## src/rtl/mem_pkg.sv

```systemverilog
// Shared definitions for the MEM-stage data memory access controller:
// load funct3 encodings and the access FSM state type.
package mem_pkg;

  typedef enum logic [1:0] {
    ST_IDLE = 2'd0,
    ST_REQ  = 2'd1,
    ST_WAIT = 2'd2,
    ST_DONE = 2'd3
  } mem_state_e;

  localparam logic [2:0] F3_LB  = 3'b000;
  localparam logic [2:0] F3_LH  = 3'b001;
  localparam logic [2:0] F3_LW  = 3'b010;
  localparam logic [2:0] F3_LD  = 3'b011;
  localparam logic [2:0] F3_LBU = 3'b100;
  localparam logic [2:0] F3_LHU = 3'b101;
  localparam logic [2:0] F3_LWU = 3'b110;

endpackage

```

## src/rtl/mem_load_align.sv

```systemverilog
// Combinational load alignment: shifts the addressed lane of a 64-bit read
// word down to bit 0 and sign/zero-extends it according to funct3.
module mem_load_align
  import mem_pkg::*;
(
  input  logic [63:0] rdata,
  input  logic [2:0]  offset,
  input  logic [2:0]  funct3,
  output logic [63:0] data
);

  logic [63:0] shifted;

  assign shifted = rdata >> {offset, 3'b000};

  always_comb begin
    data = rdata;
    case (funct3)
      F3_LB:   data = {{56{shifted[7]}},  shifted[7:0]};
      F3_LH:   data = {{48{shifted[15]}}, shifted[15:0]};
      F3_LW:   data = {{32{shifted[31]}}, shifted[31:0]};
      F3_LBU:  data = {56'd0, shifted[7:0]};
      F3_LHU:  data = {48'd0, shifted[15:0]};
      F3_LWU:  data = {32'd0, shifted[31:0]};
      default: data = rdata;
    endcase
  end

endmodule

```

## src/rtl/mem_access_ctrl.sv

```systemverilog
// MEM-stage data memory access controller (IDLE/REQ/WAIT/DONE handshake FSM).
// Optional watchdog enabled by defining MEM_TIMEOUT_EN.
//
// Handshake: a request transfers on a cycle where dmem_req_valid and
// dmem_req_ready are both 1; the payload is held stable while valid is high
// and ready is low. A response is a single cycle with dmem_resp_valid=1 and is
// only accepted in WAIT.
module mem_access_ctrl
  import mem_pkg::*;
#(
  parameter int unsigned TIMEOUT_CYCLES = 256
) (
  input  logic        clk,
  input  logic        rst,
  input  logic        valid_mem,
  input  logic        re_mem,
  input  logic        we_mem,
  input  logic [2:0]  funct3_mem,
  input  logic [63:0] addr_mem,
  input  logic [63:0] wdata_mem,
  input  logic [7:0]  mask_mem,
  output logic        dmem_req_valid,
  input  logic        dmem_req_ready,
  output logic        dmem_we,
  output logic [63:0] dmem_addr,
  output logic [63:0] dmem_wdata,
  output logic [7:0]  dmem_wmask,
  input  logic        dmem_resp_valid,
  input  logic [63:0] dmem_rdata,
  output logic        stall_mem,
  output logic [63:0] load_data,
  output logic        access_done,
  output logic        timeout_err,
  output mem_state_e  state_dbg
);

  mem_state_e  state;
  logic [2:0]  funct3_q;
  logic [63:0] aligned;
  logic        access_req;
  logic        wd_hit;

  assign access_req = valid_mem & (re_mem | we_mem);
  assign state_dbg  = state;
  assign stall_mem  = ((state == ST_IDLE) & access_req) |
                      (state == ST_REQ) | (state == ST_WAIT);

  mem_load_align u_align (
    .rdata  (dmem_rdata),
    .offset (dmem_addr[2:0]),
    .funct3 (funct3_q),
    .data   (aligned)
  );

`ifdef MEM_TIMEOUT_EN
  localparam int CW = $clog2(TIMEOUT_CYCLES + 1);
  logic [CW-1:0] wd_cnt;

  // Counts cycles spent in REQ+WAIT; hit on the last allowed cycle.
  assign wd_hit = (wd_cnt >= CW'(TIMEOUT_CYCLES - 1));

  always_ff @(posedge clk or negedge rst) begin
    if (!rst) begin
      wd_cnt <= '0;
    end else if (state == ST_REQ || state == ST_WAIT) begin
      wd_cnt <= wd_cnt + CW'(1);
    end else begin
      wd_cnt <= '0;
    end
  end
`else
  assign wd_hit = 1'b0;

  // The limit only matters when the watchdog is built in.
  if (TIMEOUT_CYCLES == 0) begin : g_limit_unused
  end
`endif

  always_ff @(posedge clk or negedge rst) begin
    if (!rst) begin
      state          <= ST_IDLE;
      funct3_q       <= '0;
      dmem_we        <= 1'b0;
      dmem_addr      <= '0;
      dmem_wdata     <= '0;
      dmem_wmask     <= '0;
      dmem_req_valid <= 1'b0;
      load_data      <= '0;
      access_done    <= 1'b0;
      timeout_err    <= 1'b0;
    end else begin
      case (state)
        ST_IDLE: begin
          if (access_req) begin
            funct3_q       <= funct3_mem;
            dmem_we        <= we_mem;
            dmem_addr      <= addr_mem;
            dmem_wdata     <= wdata_mem;
            dmem_wmask     <= mask_mem;
            dmem_req_valid <= 1'b1;
            state          <= ST_REQ;
          end
        end
        ST_REQ: begin
          // An accepted request wins over the watchdog on the same edge.
          if (dmem_req_ready) begin
            dmem_req_valid <= 1'b0;
            state          <= ST_WAIT;
          end else if (wd_hit) begin
            dmem_req_valid <= 1'b0;
            load_data      <= '0;
            timeout_err    <= 1'b1;
            access_done    <= 1'b1;
            state          <= ST_DONE;
          end
        end
        ST_WAIT: begin
          if (dmem_resp_valid) begin
            if (!dmem_we) load_data <= aligned;
            access_done <= 1'b1;
            state       <= ST_DONE;
          end else if (wd_hit) begin
            load_data   <= '0;
            timeout_err <= 1'b1;
            access_done <= 1'b1;
            state       <= ST_DONE;
          end
        end
        default: begin
          access_done <= 1'b0;
          timeout_err <= 1'b0;
          state       <= ST_IDLE;
        end
      endcase
    end
  end

endmodule

```

## config.mk

```make
export PLATFORM = sky130hd
export DESIGN_NAME = mem_access_ctrl
export DESIGN_NICKNAME = d
export VERILOG_FILES = /design/src/rtl/mem_pkg.sv /design/src/rtl/mem_load_align.sv /design/src/rtl/mem_access_ctrl.sv
export SDC_FILE = /design/constraint.sdc
export NUM_CORES = 1
export LEC_CHECK = 0
export ABC_AREA = 1
export CORE_AREA = 3 3 161 163
export CTS_CLUSTER_SIZE = 12
export DETAILED_ROUTE_END_ITERATION = 10
export DIE_AREA = 0 0 164 166
export PLACE_DENSITY = 0.77
export REMOVE_ABC_BUFFERS = 1
export SLEW_MARGIN = 20
export SYNTH_ARGS = -nofsm -noshare
export SYNTH_HDL_FRONTEND = slang
export SYNTH_SLANG_ARGS = --single-unit
```

## constraint.sdc

```tcl
create_clock -name clk -period 4.4 [get_ports clk]
set_input_delay 0.88 -clock clk [delete_from_list [all_inputs] [get_ports clk]]
set_output_delay 0.88 -clock clk [all_outputs]
set_load 0.01 [all_outputs]
```

==> qor.csv, run 1 <==
stage,metric,value,unit
sta,max-slew violation count,0,
final_layout,share of cells above drive strength 1,0.137,
synthesis,synth warn,0,
power,Sw Ratio,0.373,
die,Die ar.,0.0272,mm²
place,hpwl dp,23.8,mm
setup_path,crit path cell chain,buf_4 -> clkdlybuf4s50_1,
clock_tree,cts repair resizes,0,
detailed_routing,Initial DRC Count,735,
power,pwr dens,724,mW/mm²
power,VDD IR max,0.427,mV
sta,Relative slew margins,0.368,
detailed_routing,drt drc,0,
place,placed cell areas,0.0145,mm²
power,sequential cell fraction of total power,0.313,
min_path,Hold Crit Class,in -> async,
setup_path,CP max stage delay,0.85,ns
grt,vias in the first global route,9518,
final_layout,"Design Area, Final",0.0153,mm²
clock_tree,Post-CTS Setup Inserts,0,
sta,Peak Freq,309,MHz
final_layout,Non-Filler Instances,1869,
setup_path,startpoint types,flip-flop,
sta,final hold violation count,0,
setup_path,Required @ worst endpoint,3.52,ns
synthesis,sequential area share after synthesis,0.508,
sta,Worst-Margin Slew,0.942,ns
power,Leakage,6.91,nW
synthesis,Mapped Area,0.0103,mm²
clock_tree,# hold bufs at CTS,0,
clock_tree,Clock Latency Late Sink,0.52,ns
grt,largest net degree at the start of global routing,146,
die,Core Area,0.0245,mm²
synthesis,average cell area after synthesis,8.98,µm²
grt,wire length of the first global-routing pass,52.0,mm
detailed_routing,via count,9412,
sta,Setup Skew,0.00726,ns
setup_path,crit path DAT,2.35,ns
die,initial cell density of the core,0.419,
synthesis,main combinational cell family by area after synthesis,simple AND/OR/NAND/NOR gates,
clock_tree,cts bufs inserted,23,
setup_path,worst-path maximum fanout,19,
setup_path,Worst path slowest cell,dfrtp_1,
die,Die H,166,µm
run_status,outcome,"finished, final reports clean",
power,Comb pwr share,0.513,
final_layout,Fillers,1982,
synthesis,post-synthesis compound-gate area fraction,0.0355,
power,cell internal pwr,0.00694,W
synthesis,mux share of post-synthesis cell area,0.149,
die,FP Rows,57,
setup_path,crit path buf inv count,2,
synthesis,Syn Inst Count,1142,
synthesis,"flops & latches, synth",208,
grt,initial antenna violation count,10,
setup_path,crit-path leading delay family,buffers and inverters,
synthesis,post-synthesis xor/xnor area fraction,0.000854,
clock_tree,TritonCTS clock tree,done,
place,PortBufs,415,
sta,crit share post-route,0.735,
synthesis,Synth cell types,31,
final_layout,area added between synthesis and finish,49.2,%
place,RD Place Congestion,0.847,
final_layout,final net count,1733,
detailed_routing,DRT Wirelength,33.4,mm
detailed_routing,TritonRoute pass-1 iters,6,
setup_path,crit end category,primary output,
clock_tree,H-Tree Depth,1,
setup_path,critical path class,reg -> out,
place,Placed Cells,1819,
clock_tree,CTS Root Cell,clkbuf_16,
clock_tree,clk slew on worst S/H paths,0.06,ns
synthesis,Synth Area in Adders,0.00366,
grt,Total GRT Usage,0.240,
power,Psw,0.00413,W
sta,crit path time final,3.23,ns
sta,RSZ-0062 raised after global routing,false,
power,Clock Power Share,0.174,
detailed_routing,routed length per instance,17.9,µm
die,die width,164,µm
sta,Hold WS,0.296,ns
detailed_routing,Antenna Nets Post-Route,0,
grt,Overflow after GRT,0,
synthesis,Simple-Gate Fraction of Synth Area,0.250,
sta,"Setup violations, final",0,
detailed_routing,vias per cell,5.04,
clock_tree,Sink Count,208,
clock_tree,maximum clock path buffer count,3,
die,IO Pins,417,
run,Max Cap Violations,0,
## path summary, 6_finish.rpt
check | startpoint | to | slack, ns | cells after the start
min reg2reg | load_data[26] | load_data[26] | 0.48 | 2
max reg2reg | dmem_addr[1] | load_data[34] | 1.65 | 11
max in group asynchronous | rst | dmem_wmask[0] | 3.22 | 2
max | dmem_addr[1] | dmem_addr[1] | 1.17 | 2
min in group clk | load_data[26] | load_data[26] | 0.48 | 2
min | rst | load_data[54] | 0.30 | 1
## stage by stage
| stage | setup slack (ns) | util | power [W] | TNS [ns] |
|---|---|---|---|---|
| 2_1_floorplan | -1.66 | - | 0.00626 | -176.43 |
| 5_1_grt | 1.07 | 0.625 | 0.0118 | 0 |
| 4_1_cts | 1.16 | 0.624 | 0.0112 | 0 |
| 6_report | 1.17 | 0.625 | 0.0111 | 0 |
| 3_3_place_gp | 1.20 | 0.594 | 0.00904 | 0 |
| 3_5_place_dp | 1.21 | 0.594 | 0.00917 | 0 |
## state kept, by name (all words and copies together), names as in the netlist
| register | count |
|---|---|
| dmem_addr | 64 |
| dmem_wdata | 64 |
| load_data | 64 |
| dmem_wmask | 8 |
| funct3_q | 3 |
| state_dbg | 2 |
| access_done | 1 |
| dmem_req_valid | 1 |
| dmem_we | 1 |
## layout make-up
| class | instances | area, µm² | share of cell area |
|---|---|---|---|
| clock buffers | 34 | 657 | 0.0429 |
| diodes | 10 | 25.0 | 0.00164 |
| clock inverters | 6 | 95.1 | 0.00622 |
| inverters | 30 | 115 | 0.00752 |
| flip-flops and latches | 208 | 5210 | 0.340 |
| well taps | 324 | 405 | 0.0265 |
| multi-input cells | 832 | 4530 | 0.296 |
| repair buffers | 425 | 4260 | 0.278 |
## power groups by stage
stage / Clock, W / Combinational (W) / Sequential [W]
detailed placement: 0 / 0.00568 / 0.00348
floorplan: 0 / 0.00237 / 0.00389
global route: 0.00207 / 0.00619 / 0.00359
finish: 0.00193 / 0.00567 / 0.00347
global placement: 0 / 0.00560 / 0.00343
CTS: 0.00199 / 0.00572 / 0.00347
## cells in the mapped netlist, drive strengths merged
cell	count	area (µm²)
nand2	337	1290
dfrtp	208	5200
nor2	160	633
mux2	136	1530
nand3	116	593
buf	51	339
o21ai	46	230
inv	29	111
clkbuf	21	78.8
a21oi	18	90.1
a31oi	7	43.8
ha	3	37.5
nor3	3	20.0
or2	3	18.8
clkinv	1	3.75
conb	1	3.75
nand3b	1	7.51
xor2	1	8.76
## logic make-up after synthesis
logic type	count (synthesis)
simple gates	620
flops	208
mux	136
buf+inv	102
compound gates	71
fa+ha+maj	3
other cells	1
xor+xnor	1
## cell usage in the layout, fill, tap and decap left out, types with 2 or more instances in the layout
cell,synthesis,routed
clkbuf_8,0,4
clkinv_2,0,3
dfrtp_1,208,207
nand3_4,1,2
diode_2,0,10
nor3_1,2,2
inv_2,5,5
inv_1,23,23
buf_12,0,2
nand2_2,3,4
a31oi_1,7,7
buf_4,19,8
nor2_1,149,149
or2_2,3,3
nand2_1,331,330
clkbuf_16,0,23
o21ai_1,12,12
nand3_1,115,114
o21ai_0,34,34
clkbuf_1,21,7
a21oi_1,18,18
clkdlybuf4s50_1,0,414
nor2_2,10,10
nand2_4,3,3
ha_1,3,3
bufinv_16,0,2
mux2_2,136,136
## routing by layer
metal | wire, µm | track usage | up-vias
met4 | 1140 | 0.0875 | 0
met3 | 3560 | 0.0886 | 62
li1 | - | - | 4476
met2 | 16600 | 0.412 | 429
met1 | 12100 | 0.273 | 4445
met5 | 0 | 0 | -
Power figures use the tool's default switching activity.
==> inputs of run 2 (changes only) <==
Settings changed: CORE_AREA 3 3 161 163 to default, CORE_MARGIN from default to 3, CORE_UTILIZATION from default to 40, DIE_AREA 0 0 164 166 to default, PLACE_DENSITY 0.77 to 0.78.
Clock period 4.4 ns to 2.95 ns, I/O delays scaled along.
==> qor.csv, run 2 (synthesized netlist as in run 1, its figures left out) <==
stage,metric,value,unit,change
grt,Most Crowded Layer GR,met2,,
sta,Peak Freq,374,MHz,
clock_tree,H-Tree Depth,1,,unchanged
final_layout,"leading cell type in the layout, fill and taps excluded",clkdlybuf4s50_1,,
grt,grt met3 use,0.0833,,-0.00524
setup_path,crit path cell chain,buf_4 -> clkdlybuf4s50_1,,
grt,wire length of the first global-routing pass,55.7,mm,+7.2%
setup_path,terminus of the critical flop-to-flop path,load_data[5],,
power,Psw,0.00636,W,+54%
power,Leakage,6.99,nW,+1.2%
final_layout,most frequent cells in the layout,"414 x clkdlybuf4s50_1, 330 x nand2_1, 207 x dfrtp_1",,
die,die width,166,µm,+1.3%
sta,crit share post-route,0.908,,
die,Die ar.,0.0276,mm²,+1.3%
die,IO Pins,417,,unchanged
clock_tree,clk slew on worst S/H paths,0.05,ns,about the same
clock_tree,Clock Latency Late Sink,0.53,ns,about the same
sta,"Setup violations, final",0,,unchanged
die,FP Rows,57,,unchanged
run_status,outcome,"finished, final reports clean",,
min_path,Hold Crit Class,reg -> reg,,
final_layout,Fillers,2039,,+2.9%
detailed_routing,TritonRoute pass-1 iters,6,,unchanged
clock_tree,cts bufs inserted,24,,+4.3%
sta,final hold violation count,0,,unchanged
power,Sw Ratio,0.376,,+0.00238
setup_path,crit path buf inv count,2,,unchanged
place,Placed Cells,1826,,+0.38%
setup_path,Worst path slowest cell,dfrtp_1,,
clock_tree,maximum clock path buffer count,3,,unchanged
grt,Global Route met2 Usage,0.443,,+0.0318
detailed_routing,DRT Wirelength,35.5,mm,+6.2%
setup_path,startpoint types,flip-flop,,
die,Die H,166,µm,about the same
power,pwr dens,1100,mW/mm²,+51%
clock_tree,Sink Count,208,,unchanged
power,Comb pwr share,0.512,,about the same
clock_tree,TritonCTS clock tree,done,,
setup_path,worst setup path end,dmem_addr[1],,
sta,Hold WS,0.475,ns,+0.180 ns
final_layout,Non-Filler Instances,1877,,+0.43%
setup_path,Worst R2R Start,funct3_q[1],,
place,RD Place Congestion,0.888,,+4.8%
power,"Power, Total",0.0169,W,+53%
detailed_routing,Initial DRC Count,711,,-3.3%
grt,Total GRT Usage,0.251,,+0.0107
final_layout,share of cells above drive strength 1,0.145,,+0.00743
grt,Overflow after GRT,0,,unchanged
setup_path,critical path class,reg -> out,,
setup_path,crit-path leading delay family,buffers and inverters,,
sta,RSZ-0062 raised after global routing,false,,
clock_tree,cts repair resizes,0,,unchanged
setup_path,Required @ worst endpoint,2.36,ns,-1.16 ns
final_layout,area added between synthesis and finish,50.9,%,
run,Max Cap Violations,0,,unchanged
die,initial cell density of the core,0.414,,-0.00483
power,VDD IR max,0.788,mV,+85%
min_path,hold path depth,2,,
setup_path,worst-path maximum fanout,13,,-6
grt,vias in the first global route,9851,,+3.5%
detailed_routing,via count,9560,,+1.6%
setup_path,crit end category,primary output,,
detailed_routing,Antenna Nets Post-Route,0,,unchanged
final_layout,Regs by FF count,"dmem_addr x64, dmem_wdata x64, load_data x64",,
clock_tree,CTS Root Cell,clkbuf_16,,
detailed_routing,vias per cell,5.09,,+1.1%
grt,met1 usage,0.290,,+0.0170
power,Clock Power Share,0.184,,+0.010
power,cell internal pwr,0.0106,W,+52%
setup_path,Critical Path Stages,2,,unchanged
final_layout,final net count,1742,,+0.52%
setup_path,Crit. Startpoint,dmem_addr[1],,
min_path,HP Start,load_data[24],,
setup_path,R2R setup slack,0.45,ns,-1.20 ns
detailed_routing,routed length per instance,18.9,µm,+5.8%
detailed_routing,drt drc,0,,unchanged
die,Core Area,0.0247,mm²,+1.2%
sta,crit path time final,2.68,ns,
grt,largest net degree at the start of global routing,121,,-17%
setup_path,CP max stage delay,0.71,ns,-0.14 ns
sta,max-slew violation count,0,,unchanged
setup_path,crit path DAT,2.09,ns,-0.26 ns
grt,initial antenna violation count,7,,-3
sta,Setup Skew,0.0101,ns,+0.00283 ns
place,PortBufs,415,,unchanged
sta,Relative slew margins,0.385,,+0.0175
sta,Worst-Margin Slew,0.916,ns,-0.0260 ns
power,sequential cell fraction of total power,0.304,,-0.009
place,hpwl dp,25.4,mm,+6.5%
setup_path,r2r worst-path depth,6,,-5
## run 2: worst min path at each step
stage,to,slack [ns]
floorplan,access_done,0.29
global placement,load_data[19],0.46
global route,load_data[21],0.51
detailed placement,load_data[13],0.47
finish,load_data[24],0.48
CTS,load_data[24],0.48
## run 2: timing repair
item,4_1_cts,5_1_grt
buffers inserted,0,0
endpoints found under the setup margin,0,0
hold buffers,1,0
hold endpoints to repair,9,0
## run 2: cell type report
| cell class | instances | area [µm²] | area share |
|---|---|---|---|
| diodes | 7 | 17.5 | 0.00113 |
| clock buffers | 36 | 726 | 0.0469 |
| clock inverters | 7 | 115 | 0.00744 |
| inverters | 30 | 115 | 0.00744 |
| multi-input cells | 832 | 4530 | 0.293 |
| flip-flops and latches | 208 | 5210 | 0.337 |
| well taps | 324 | 405 | 0.0262 |
| repair buffers | 433 | 4350 | 0.281 |
## run 2: routing by layer
layer,wire length (µm),share of wire
met1,13000,0.37
met2,18000,0.51
met3,3440,0.097
met4,1000,0.028
met5,9,0.00025
## run 2: metrics by stage
| stage | instance area, µm² | TNS (ns) | setup WS, ns | util |
|---|---|---|---|---|
| 6_report | 15500 | 0 | 0.273 | 0.625 |
| 5_1_grt | 15500 | 0 | 0.192 | 0.625 |
| 4_1_cts | 15400 | 0 | 0.250 | 0.624 |
| 3_5_place_dp | 14600 | 0 | 0.372 | 0.590 |
| 3_3_place_gp | 14600 | 0 | 0.376 | 0.590 |
| 2_1_floorplan | 9830 | -383.78 | -2.57 | - |
## run 2: worst register-to-register path, delay by kind of cell, from the launching register on
family          cells  cell delay (ns)
simple gates        2             0.26
buf+inv             1             0.73
flops               1             0.72
compound gates      3             0.67
## run 2: power groups by stage
stage / clock network [W] / registers, W / logic [W]
2_1_floorplan: 0 / 0.00580 / 0.00354
3_3_place_gp: 0 / 0.00508 / 0.00854
3_5_place_dp: 0 / 0.00516 / 0.00864
4_1_cts: 0.00318 / 0.00516 / 0.00873
5_1_grt: 0.00332 / 0.00534 / 0.00944
6_report: 0.00311 / 0.00515 / 0.00868
